<file path="src/rtl/sram_like_arbiter.sv">
`default_nettype none
// ============================================================================
// sram_like_arbiter: shares one SRAM-like slave between IF and MEM requesters,
// steering in-order responses via an owner FIFO. Optional macro: ARB_RR_EN.
// Revision: 1.0
// ============================================================================
module sram_like_arbiter #(
  parameter int OUTSTANDING = 4,
  parameter int ADDR_W      = 32,
  parameter int DATA_W      = 32
) (
  input  logic              clk,
  input  logic              resetn,
  input  logic              inst_req,
  input  logic              inst_wr,
  input  logic [1:0]        inst_size,
  input  logic [3:0]        inst_wstrb,
  input  logic [ADDR_W-1:0] inst_addr,
  input  logic [DATA_W-1:0] inst_wdata,
  output logic              inst_addr_ok,
  output logic              inst_data_ok,
  output logic [DATA_W-1:0] inst_rdata,
  input  logic              data_req,
  input  logic              data_wr,
  input  logic [1:0]        data_size,
  input  logic [3:0]        data_wstrb,
  input  logic [ADDR_W-1:0] data_addr,
  input  logic [DATA_W-1:0] data_wdata,
  output logic              data_addr_ok,
  output logic              data_data_ok,
  output logic [DATA_W-1:0] data_rdata,
  output logic              slv_req,
  output logic              slv_wr,
  output logic [1:0]        slv_size,
  output logic [3:0]        slv_wstrb,
  output logic [ADDR_W-1:0] slv_addr,
  output logic [DATA_W-1:0] slv_wdata,
  input  logic              slv_addr_ok,
  input  logic              slv_data_ok,
  input  logic [DATA_W-1:0] slv_rdata
);
  localparam int PTR_W = $clog2(OUTSTANDING);
  localparam int CNT_W = PTR_W + 1;

  typedef enum logic [1:0] {
    IDLE   = 2'd0,
    LOCK_I = 2'd1,
    LOCK_D = 2'd2
  } state_t;

  state_t                 state, state_nxt;
  logic [OUTSTANDING-1:0] owner_q;
  logic [PTR_W-1:0]       head, tail;
  logic [CNT_W-1:0]       count;
  logic                   full, grant_vld, grant_d, accept, pop, head_owner, both_pick;

  assign full = (count == CNT_W'(OUTSTANDING));

`ifdef ARB_RR_EN
  // rr_prio=1 means data is preferred on a tie (inst was accepted last)
  logic rr_prio;
  always_ff @(posedge clk) begin
    if (!resetn)     rr_prio <= 1'b0;
    else if (accept) rr_prio <= ~grant_d;
  end
  assign both_pick = rr_prio;
`else
  assign both_pick = 1'b1;
`endif

  always_ff @(posedge clk) begin
    if (!resetn) state <= IDLE;
    else         state <= state_nxt;
  end

  always_comb begin
    state_nxt = state;
    grant_vld = 1'b0;
    grant_d   = 1'b0;
    if (resetn && !full) begin
      case (state)
        IDLE: begin
          grant_vld = inst_req | data_req;
          grant_d   = data_req & (~inst_req | both_pick);
          if (grant_vld && !slv_addr_ok) state_nxt = grant_d ? LOCK_D : LOCK_I;
        end
        LOCK_I: begin
          grant_vld = 1'b1;
          if (slv_addr_ok) state_nxt = IDLE;
        end
        LOCK_D: begin
          grant_vld = 1'b1;
          grant_d   = 1'b1;
          if (slv_addr_ok) state_nxt = IDLE;
        end
        default: state_nxt = IDLE;
      endcase
    end
  end

  assign accept     = grant_vld & slv_addr_ok;
  assign pop        = resetn & slv_data_ok & (count != '0);
  assign head_owner = owner_q[head];

  assign slv_req   = grant_vld;
  assign slv_wr    = grant_vld & (grant_d ? data_wr : inst_wr);
  assign slv_size  = grant_vld ? (grant_d ? data_size  : inst_size)  : 2'b0;
  assign slv_wstrb = grant_vld ? (grant_d ? data_wstrb : inst_wstrb) : 4'b0;
  assign slv_addr  = grant_vld ? (grant_d ? data_addr  : inst_addr)  : '0;
  assign slv_wdata = grant_vld ? (grant_d ? data_wdata : inst_wdata) : '0;

  assign inst_addr_ok = accept & ~grant_d;
  assign data_addr_ok = accept &  grant_d;
  assign inst_data_ok = pop & ~head_owner;
  assign data_data_ok = pop &  head_owner;
  assign inst_rdata   = inst_data_ok ? slv_rdata : '0;
  assign data_rdata   = data_data_ok ? slv_rdata : '0;

  // Owner FIFO: 0 = inst, 1 = data; pointers wrap naturally (power-of-2 depth)
  always_ff @(posedge clk) begin
    if (!resetn) begin
      owner_q <= '0;
      head    <= '0;
      tail    <= '0;
      count   <= '0;
    end else begin
      if (accept) begin
        owner_q[tail] <= grant_d;
        tail          <= tail + 1'b1;
      end
      if (pop) head <= head + 1'b1;
      if (accept && !pop)      count <= count + 1'b1;
      else if (pop && !accept) count <= count - 1'b1;
    end
  end
endmodule
`default_nettype wire

</file>
<file path="config.mk">
export PLATFORM = sky130hd
export DESIGN_NAME = sram_like_arbiter
export DESIGN_NICKNAME = d
export VERILOG_FILES = /design/src/rtl/sram_like_arbiter.sv
export SDC_FILE = /design/constraint.sdc
export NUM_CORES = 1
export LEC_CHECK = 0
export ABC_AREA = 1
export CAP_MARGIN = 20
export CORE_AREA = 2 2 123 125
export DETAILED_ROUTE_END_ITERATION = 7
export DIE_AREA = 0 0 125 127
export SYNTH_ARGS = -nofsm -noshare
export SYNTH_HDL_FRONTEND = slang
export SYNTH_SLANG_ARGS = --single-unit
</file>
<file path="constraint.sdc">
create_clock -name clk -period 7.21 [get_ports clk]
set_input_delay 1.442 -clock clk [delete_from_list [all_inputs] [get_ports clk]]
set_output_delay 1.442 -clock clk [all_outputs]
set_load 0.02 [all_outputs]
</file>
[Word level (Yosys, flattened, before mapping)]
Index checks and enable logic that the tools add are counted.
Word-level totals
  bits of input ports: 180
  logic and storage cells: 68
  register bits after elaboration: 13
  output and inout port bits: 140
Cells by class
  reduce and logical (&&, ||, !) cells: 14
  multiplexer cells: 26
  equal/unequal tests: 5
  bitwise logic cells: 11
  $lt $le $gt $ge: 3
  add/sub/neg operators: 4
Operators by type and width (count)
  32-bit 2-to-1 mux: 6
  2-bit 2-to-1 mux: 5
  1-bit bitwise AND: 8
  4-bit 2-to-1 mux: 2
  2-bit by 3-bit < comparator with 1-bit output, second input constant: 2
  3-bit 2-to-1 mux: 2
  1-bit logical AND: 5
  1-bit 2-to-1 mux: 5
  2-bit by 1-bit adder with 2-bit output, second input constant: 2
  4-bit bitwise mux: 1
  1-bit zero test: 4
  1-bit one-hot mux with 2 select lines: 2
  2-bit one-hot mux with 2 select lines: 1
  3-bit by 1-bit adder with 3-bit output, second input constant: 1
  3-bit == test, second input constant: 1
  3-bit AND reduction: 1
  3-bit nonzero test: 1
  3-bit by 1-bit subtractor with 3-bit output, second input constant: 1
  1-bit binary-select mux with 2-bit select: 1
  1-bit demux with 2-bit select: 1
  2-bit by 1-bit == test with 1-bit output, second input constant: 1
  2-bit == test, second input constant: 1
  2-bit by 1-bit greater-or-equal comparator with 1-bit output, second input constant: 1
  2-bit zero test: 1
  6 further kinds: 7

[Longest topological paths before layout]
Gate-level depths: netlist of the first run.
  depth after elaboration: 9
  mapped depth: 15
  gate-level depth less buffers: 15

[Least setup slack after synthesis of the first run]
Ideal clock, no wire load.
  path kind: input port to output port
  start point: input port resetn
  end point: output port data_rdata[0]
  data required time: 5.768 ns
  arrival time: 2.638 ns
  buffers on the path: 2
  path slack: 3.130 ns
  stages on the path: 6
  path through: buf_6 > nand3_1 > nor2_1 > inv_1 > buf_2 > nor2_1
Between the ends
  word-level cells in the longest chain between the ends: 4
RTL lines
  start, declared: RTL line 13  | input logic resetn,
  1-bit bitwise AND (2 in a row): RTL line 102  | assign pop = resetn & slv_data_ok & (count != '0);
  1-bit bitwise AND: RTL line 115  | assign data_data_ok = pop & head_owner;
  net data_data_ok: RTL line 30  | output logic data_data_ok,
  32-bit 2-to-1 mux: RTL line 117  | assign data_rdata = data_data_ok ? slv_rdata : '0;
  end, declared: RTL line 31  | output logic [DATA_W-1:0] data_rdata,
The timed path passes the listed nets, and every way through them passes these cells.

[Worst setup path in the final report of the first run]
  start point: input port resetn
  end point: output port slv_wdata[8]
Between the ends
  word-level cells in the longest chain between the ends: 4
  elaborated cells between the ends (all ways): 5
  those cells by class: mux (4); reduce/logical (1)
RTL lines
  1-bit logical AND (*): RTL line 80  | if (resetn && !full) begin
  1-bit 2-to-1 mux: RTL line 80
  32-bit 2-to-1 mux: RTL line 110  | assign slv_wdata = grant_vld ? (grant_d ? data_wdata : inst_wdata) : '0;
  32-bit 2-to-1 mux (*): RTL line 110
  end, declared: RTL line 37  | output logic [DATA_W-1:0] slv_wdata,
Mark *: on every way between the ends. The rest lies on a longest branch, timed or not.

==> reports/metrics.cfg, run 1 <==
[status]
status=complete, no violations

[placement]
dpl.hpwl_mm=11.1
port_buffers=319
gp_congestion=0.862

[setup_path]
r2r_end=count[2]
crit_required_ns=5.77
cp_common_cell=clkdlybuf4s50_1
r2r_cells=15
cp_top_family=buffers and inverters
crit_chain=clkdlybuf4s50_1 > inv_6 > a21oi_4 > nand2_4 > inv_2 > buf_4 > nand2_1 > a21oi_2 > clkdlybuf4s50_1
path_buf_inv=5
endpoint_kind=output port
critPathLaunchType=input port
r2r_start=state[0]
slowest_stage=clkdlybuf4s50_1
critical_path_class=in -> out
rrSetupSlack_ns=4.69
cp_slowest_stage_delay_ns=0.74
cp_max_fo=52
worstPathArrival_ns=4.40

[routing]
finalWirelength_mm=13.3
viasPerCell=4.08
top_layer=met4
wire_per_inst_um=14.2
wl_met3_mm=1.15
drtAntennaViolNets=0
wl_met2_mm=6.89
first_pass_iters=4
wl_met1_mm=5.18
vias=3826
drc=0
dr.first_iter.drc_count=119

[run]
cap_violations=0

[power]
max-vdd-ir-drop_uv=73.2
power_density_mw_per_mm2=155
p_total_uw=916
p_leak_uw=0.00238

[sta]
fmaxAchievable_mhz=171
relSlewSlack=0.381
min_period_ns=5.85
finalCritPeriodShare=0.811
hold_viol=0
slew_violations=0
worst_pin_slew_ns=0.927
finalSetupViolations=0
rsz0062_at_grt=false
skew_ns=0.00173
fin_tns_setup_ns=0

[synth]
synth.avg_cell_area_sq_um=5.66
synth-simple-area-share=0.389
synth_area_leader_cell=a21oi_2
yosys.area_share.xor_xnor=0
ys_seq_area_frac=0.101
synth_seq_cells=13
yosysWarnings=0
synth.distinct_cells=23
synthesis.area_sq_mm=0.00259
synthAdderAreaFrac=0.0464
synth.area.mux_share=0
netlist.area_leader.share=0.237
synthesis.nets=646
synth_top_family_by_area=simple AND/OR/NAND/NOR gates
synth.area.top_cells=a21oi_2, nand2_1, nor2_1, dfxtp_1, inv_1
synthCells=457
synth_compound_area_frac=0.292

[floorplan]
dieArea_sq_mm=0.0159
core_area_sq_mm=0.0144
die_h_um=127
io_pins=320
rows=44
start_util=0.179
die_x_um=125

[global_route]
grt_max_degree=77
antenna_found_initial=0
grt_pass1_wl_mm=20.0
grt.total_usage=0.154
grt_pass1_vias=3735
grt_overflow_total=0

[cts]
cts_root_buf=clkbuf_16
post-cts-setup-buffers=0
cts_hold_buf=0
tritoncts=yes
htreeDepth=1
cts_resized=0
cts_buffers=3
clock_path_buffers=2
clkTransAtPathRegs_ns=0.04
clock_sinks=13
clk_latency_ns=0.23

[layout]
utilization=0.410
nNetsFinal=944
layout_common_cells=clkdlybuf4s50_1, nand2_1, nor2_1, a21oi_2, inv_1
layout-drive-gt1-share=0.115
layout_commonest_cell=clkdlybuf4s50_1
antenna-diode-count=0
area_growth_pct=129
n_fill_cell=1521

[min_path]
holdPathStages=2
min_from=head[1]
hold_path_class=reg -> reg
hold_end=head[1]

[worst register-to-register path, delay by kind of cell (launching register included)]
family | cells | cell delay (ns)
adders and majority gates | 3 | 0.79
DFF | 1 | 0.37
buffers and inverters | 4 | 0.30
AOI/OAI and AO/OA | 4 | 0.47
and+or+nand+nor | 4 | 0.47
[report_power, final]
part | switching, uW | total (uW) | internal [uW] | leakage [uW]
combinational | 400 | 723 | 323 | 0.00224
sequential | 10.5 | 92.9 | 82.3 | 0.000106
clock | 26.5 | 101 | 74.2 | 0.0000382
[cell families after synthesis]
family | after synthesis
and+or+nand+nor | 253
adders and majority gates | 9
buffers and inverters | 86
AOI/OAI and AO/OA | 96
DFF | 13
[per-stage QoR]
stage	setup slack [ns]	std cells	hold slack [ns]	cell area, sq um
6_report	1.36	938	0.497	5920
5_1_grt	1.16	938	0.539	5920
4_1_cts	1.34	937	0.498	5890
3_5_place_dp	1.34	933	0.492	5810
3_3_place_gp	1.36	933	0.483	5810
2_1_floorplan	3.13	457	0.455	2590
[synth_stat cells]
library cell / n
inv_4: 1
inv_1: 51
fa_1: 1
nor2_8: 1
nand3_1: 2
ha_1: 8
nand2_1: 159
nor2_2: 1
dfxtp_1: 13
a21oi_1: 11
inv_2: 2
nor2_1: 80
clkbuf_1: 4
buf_6: 1
inv_8: 1
buf_2: 18
a21oi_4: 1
nand4_1: 8
inv_6: 1
o21ai_0: 14
a21oi_2: 70
buf_8: 7
nand2_4: 2
[final cells by class]
cell class	count	area (sq um)	share of cell area
clock buffers	4	78.8	0.0133
inverters	56	225	0.0381
multi-input cells	358	1880	0.318
flip-flops and latches	13	260	0.0440
well taps	184	230	0.0389
repair buffers	323	3240	0.548
[how the worst max path moves through the flow]
stage | from | to | depth (start not counted) | slack (ns)
floorplan | resetn | data_rdata[0] | 6 | 3.13
global placement | resetn | slv_wdata[20] | 9 | 1.36
detailed placement | resetn | slv_wdata[18] | 9 | 1.34
CTS | resetn | slv_wdata[18] | 9 | 1.34
global route | resetn | slv_wdata[18] | 9 | 1.16
finish | resetn | slv_wdata[8] | 9 | 1.36
[registers in the layout, indices dropped and copies added (netlist names)]
signal	count
state	2
owner_q	4
head	2
count	3
tail	2
[metal layers]
layer,up-vias,global-route usage
met5,-,0
met4,0,0.0157
met3,4,0.0394
met2,210,0.298
met1,1611,0.176
li1,2001,-
No activity file was read; power rests on OpenSTA's default activity.
==> run 2, diff against run 1 <==
--- a/config.mk
+++ b/config.mk
@@ -7,9 +7,9 @@
 export LEC_CHECK = 0
 export ABC_AREA = 1
 export CAP_MARGIN = 20
-export CORE_AREA = 2 2 123 125
+export CORE_AREA = 2 2 124 126
 export DETAILED_ROUTE_END_ITERATION = 7
-export DIE_AREA = 0 0 125 127
+export DIE_AREA = 0 0 126 128
 export SYNTH_ARGS = -nofsm -noshare
 export SYNTH_HDL_FRONTEND = slang
 export SYNTH_SLANG_ARGS = --single-unit
==> constraint.sdc (replaced) <==
create_clock -name clk -period 5.3 [get_ports clk]
set_input_delay 1.06 -clock clk [delete_from_list [all_inputs] [get_ports clk]]
set_output_delay 1.06 -clock clk [all_outputs]
set_load 0.02 [all_outputs]
==> run 2 against run 1 <==
Net effect:
- cell area grew 0.42%
- global-route usage is 1.5 points lower
- clock skew up 0.00099 ns
- setup slack worse by 0.63 ns
- sequential power up 37%
- hold slack worse by 0.013 ns
- core utilization shrank 1.0 points
- clock power grew 41%
- via count shrank 0.50%
- die area up 1.6%
- critical endpoint is now inst_rdata[28]
==> reports/metrics.cfg, run 2 (same netlist as run 1, synthesis figures left out) <==
[cts]
clkTransAtPathRegs_ns=0.04  ; about the same
cts_buffers=3  ; unchanged
clk_latency_ns=0.24  ; was 0.23 ns
cts_resized=0  ; unchanged
cts_hold_buf=0  ; unchanged
post-cts-setup-buffers=0  ; unchanged
tritoncts=yes  ; unchanged
clock_path_buffers=2  ; unchanged
cts_root_buf=clkbuf_16  ; unchanged
clock_sinks=13  ; unchanged
htreeDepth=1  ; unchanged

[power]
internal_power_uw=656  ; was 479 uW
p_leak_uw=0.00239  ; was 0.00238 uW
pwr-share-seq=0.102  ; was 0.101
pwr-share-comb=0.785  ; was 0.789
power_density_mw_per_mm2=210  ; was 155 mW/mm^2
power_switching_uw=593  ; was 437 uW
clkPwrFrac=0.114  ; was 0.110
max-vdd-ir-drop_uv=121  ; was 73.2 uV
p_total_uw=1250  ; was 916 uW
sw_frac_of_total=0.475  ; was 0.477

[layout]
nNetsFinal=946  ; was 944
area_growth_pct=130  ; was 129%
regMostFlops=owner_q  ; unchanged
layout_commonest_cell=clkdlybuf4s50_1  ; unchanged
final_cells=944  ; was 938
layout-drive-gt1-share=0.118  ; was 0.115
antenna-diode-count=0  ; unchanged
largest_registers=owner_q (4), count (3)  ; unchanged
final_area_sq_mm=0.00594  ; was 0.00592 sq mm
largest_reg_flops=4  ; unchanged
layout_common_cells=clkdlybuf4s50_1, nand2_1, nor2_1, a21oi_2, inv_1  ; unchanged

[routing]
drtAntennaViolNets=0  ; unchanged
finalWirelength_mm=12.3  ; was 13.3 mm
first_pass_iters=4  ; unchanged
dr.first_iter.drc_count=89  ; was 119
wire_per_inst_um=13.1  ; was 14.2 um
vias=3807  ; was 3826
drc=0  ; unchanged
viasPerCell=4.03  ; was 4.08

[floorplan]
dieArea_sq_mm=0.0161  ; was 0.0159 sq mm
rows=45  ; was 44
die_h_um=128  ; was 127 um
start_util=0.174  ; was 0.179
io_pins=320  ; unchanged
die_x_um=126  ; was 125 um
core_area_sq_mm=0.0149  ; was 0.0144 sq mm

[placement]
dpl_cell_area_sq_mm=0.00586  ; was 0.00581 sq mm
gp_congestion=0.778  ; was 0.862
dpl.hpwl_mm=10.2  ; was 11.1 mm
placedCellCount=940  ; was 933
port_buffers=319  ; unchanged

[global_route]
grt_pass1_wl_mm=18.0  ; was 20.0 mm
grt_overflow_total=0  ; unchanged
grt_max_degree=77  ; unchanged
grt.total_usage=0.139  ; was 0.154
antenna_found_initial=0  ; unchanged
grt_pass1_vias=3568  ; was 3735

[sta]
fmaxAchievable_mhz=219
skew_ns=0.00272  ; was 0.00173 ns
finalCritPeriodShare=0.862
min_period_ns=4.57
worst_pin_slew_ns=0.926  ; was 0.927 ns
slew_violations=0  ; unchanged
finalSetupViolations=0  ; unchanged
relSlewSlack=0.382  ; was 0.381
rsz0062_at_grt=false  ; unchanged
fin_tns_setup_ns=0  ; unchanged
hold_viol=0  ; unchanged

[setup_path]
worstPathArrival_ns=3.51  ; was 4.40 ns
endpoint_kind=output port  ; unchanged
critPathLaunchType=input port  ; unchanged
crit_required_ns=4.24  ; was 5.77 ns
cp_max_fo=21  ; was 52
critical_path_class=in -> out  ; unchanged

[status]
status=complete, no violations  ; unchanged

[min_path]
hold_path_class=reg -> reg  ; unchanged

[run]
cap_violations=0  ; unchanged

run 2: cell types whose count changed in the layout (fill, tap and decap cells not counted), sizes merged:
cell / previous run / this run
buf: 4 / 6
run 2: final cells by class:
| cell class | count | area, sq um |
|---|---|---|
| fillers | 1557 | 8920 |
| repair buffers | 325 | 3260 |
| multi-input cells | 358 | 1880 |
| flip-flops and latches | 13 | 260 |
| well taps | 188 | 235 |
| inverters | 56 | 225 |
| clock buffers | 4 | 78.8 |
run 2: final timing paths:
kind,startpoint,end,slack [ns],cells after the start
worst max-delay path,resetn,inst_rdata[28],0.73,8
worst min-delay path,head[1],head[1],0.48,2
worst max register to register,state[0],count[2],2.81,15
worst min register to register,head[1],head[1],0.48,2
run 2: critical path, stage by stage:
cell	delay, ns
clkdlybuf4s50_1	0.56
buf_4	0.20
nand3_1	0.12
inv_1	0.12
nand2_1	0.39
buf_4	0.35
nor2_1	0.10
clkdlybuf4s50_1	0.60
run 2: power groups by stage:
stage               Sequential, uW  Clock, uW  Combinational [uW]
finish                         127        142                 980
global route                   129        150                1060
CTS                            127        144                 997
detailed placement             128          0                 993
global placement               128          0                 996
floorplan                      125          0                 572
run 2: per-stage QoR:
| step | hold WS [ns] | setup WS (ns) | utilization |
|---|---|---|---|
| after CTS | 0.486 | 0.686 | 0.400 |
| final | 0.484 | 0.732 | 0.400 |
| after detailed placement | 0.481 | 0.691 | 0.395 |
| after global routing | 0.517 | 0.485 | 0.400 |
| after floorplan | 0.455 | 1.98 | - |
| after global placement | 0.480 | 0.710 | 0.395 |
run 2: layer usage:
metal | track usage | up-vias | part of all wire
met5 | 0 | - | 0
met4 | 0.0375 | 0 | 0.014
met3 | 0.0384 | 10 | 0.087
met2 | 0.269 | 196 | 0.52
met1 | 0.147 | 1594 | 0.38
li1 | - | 2007 | -
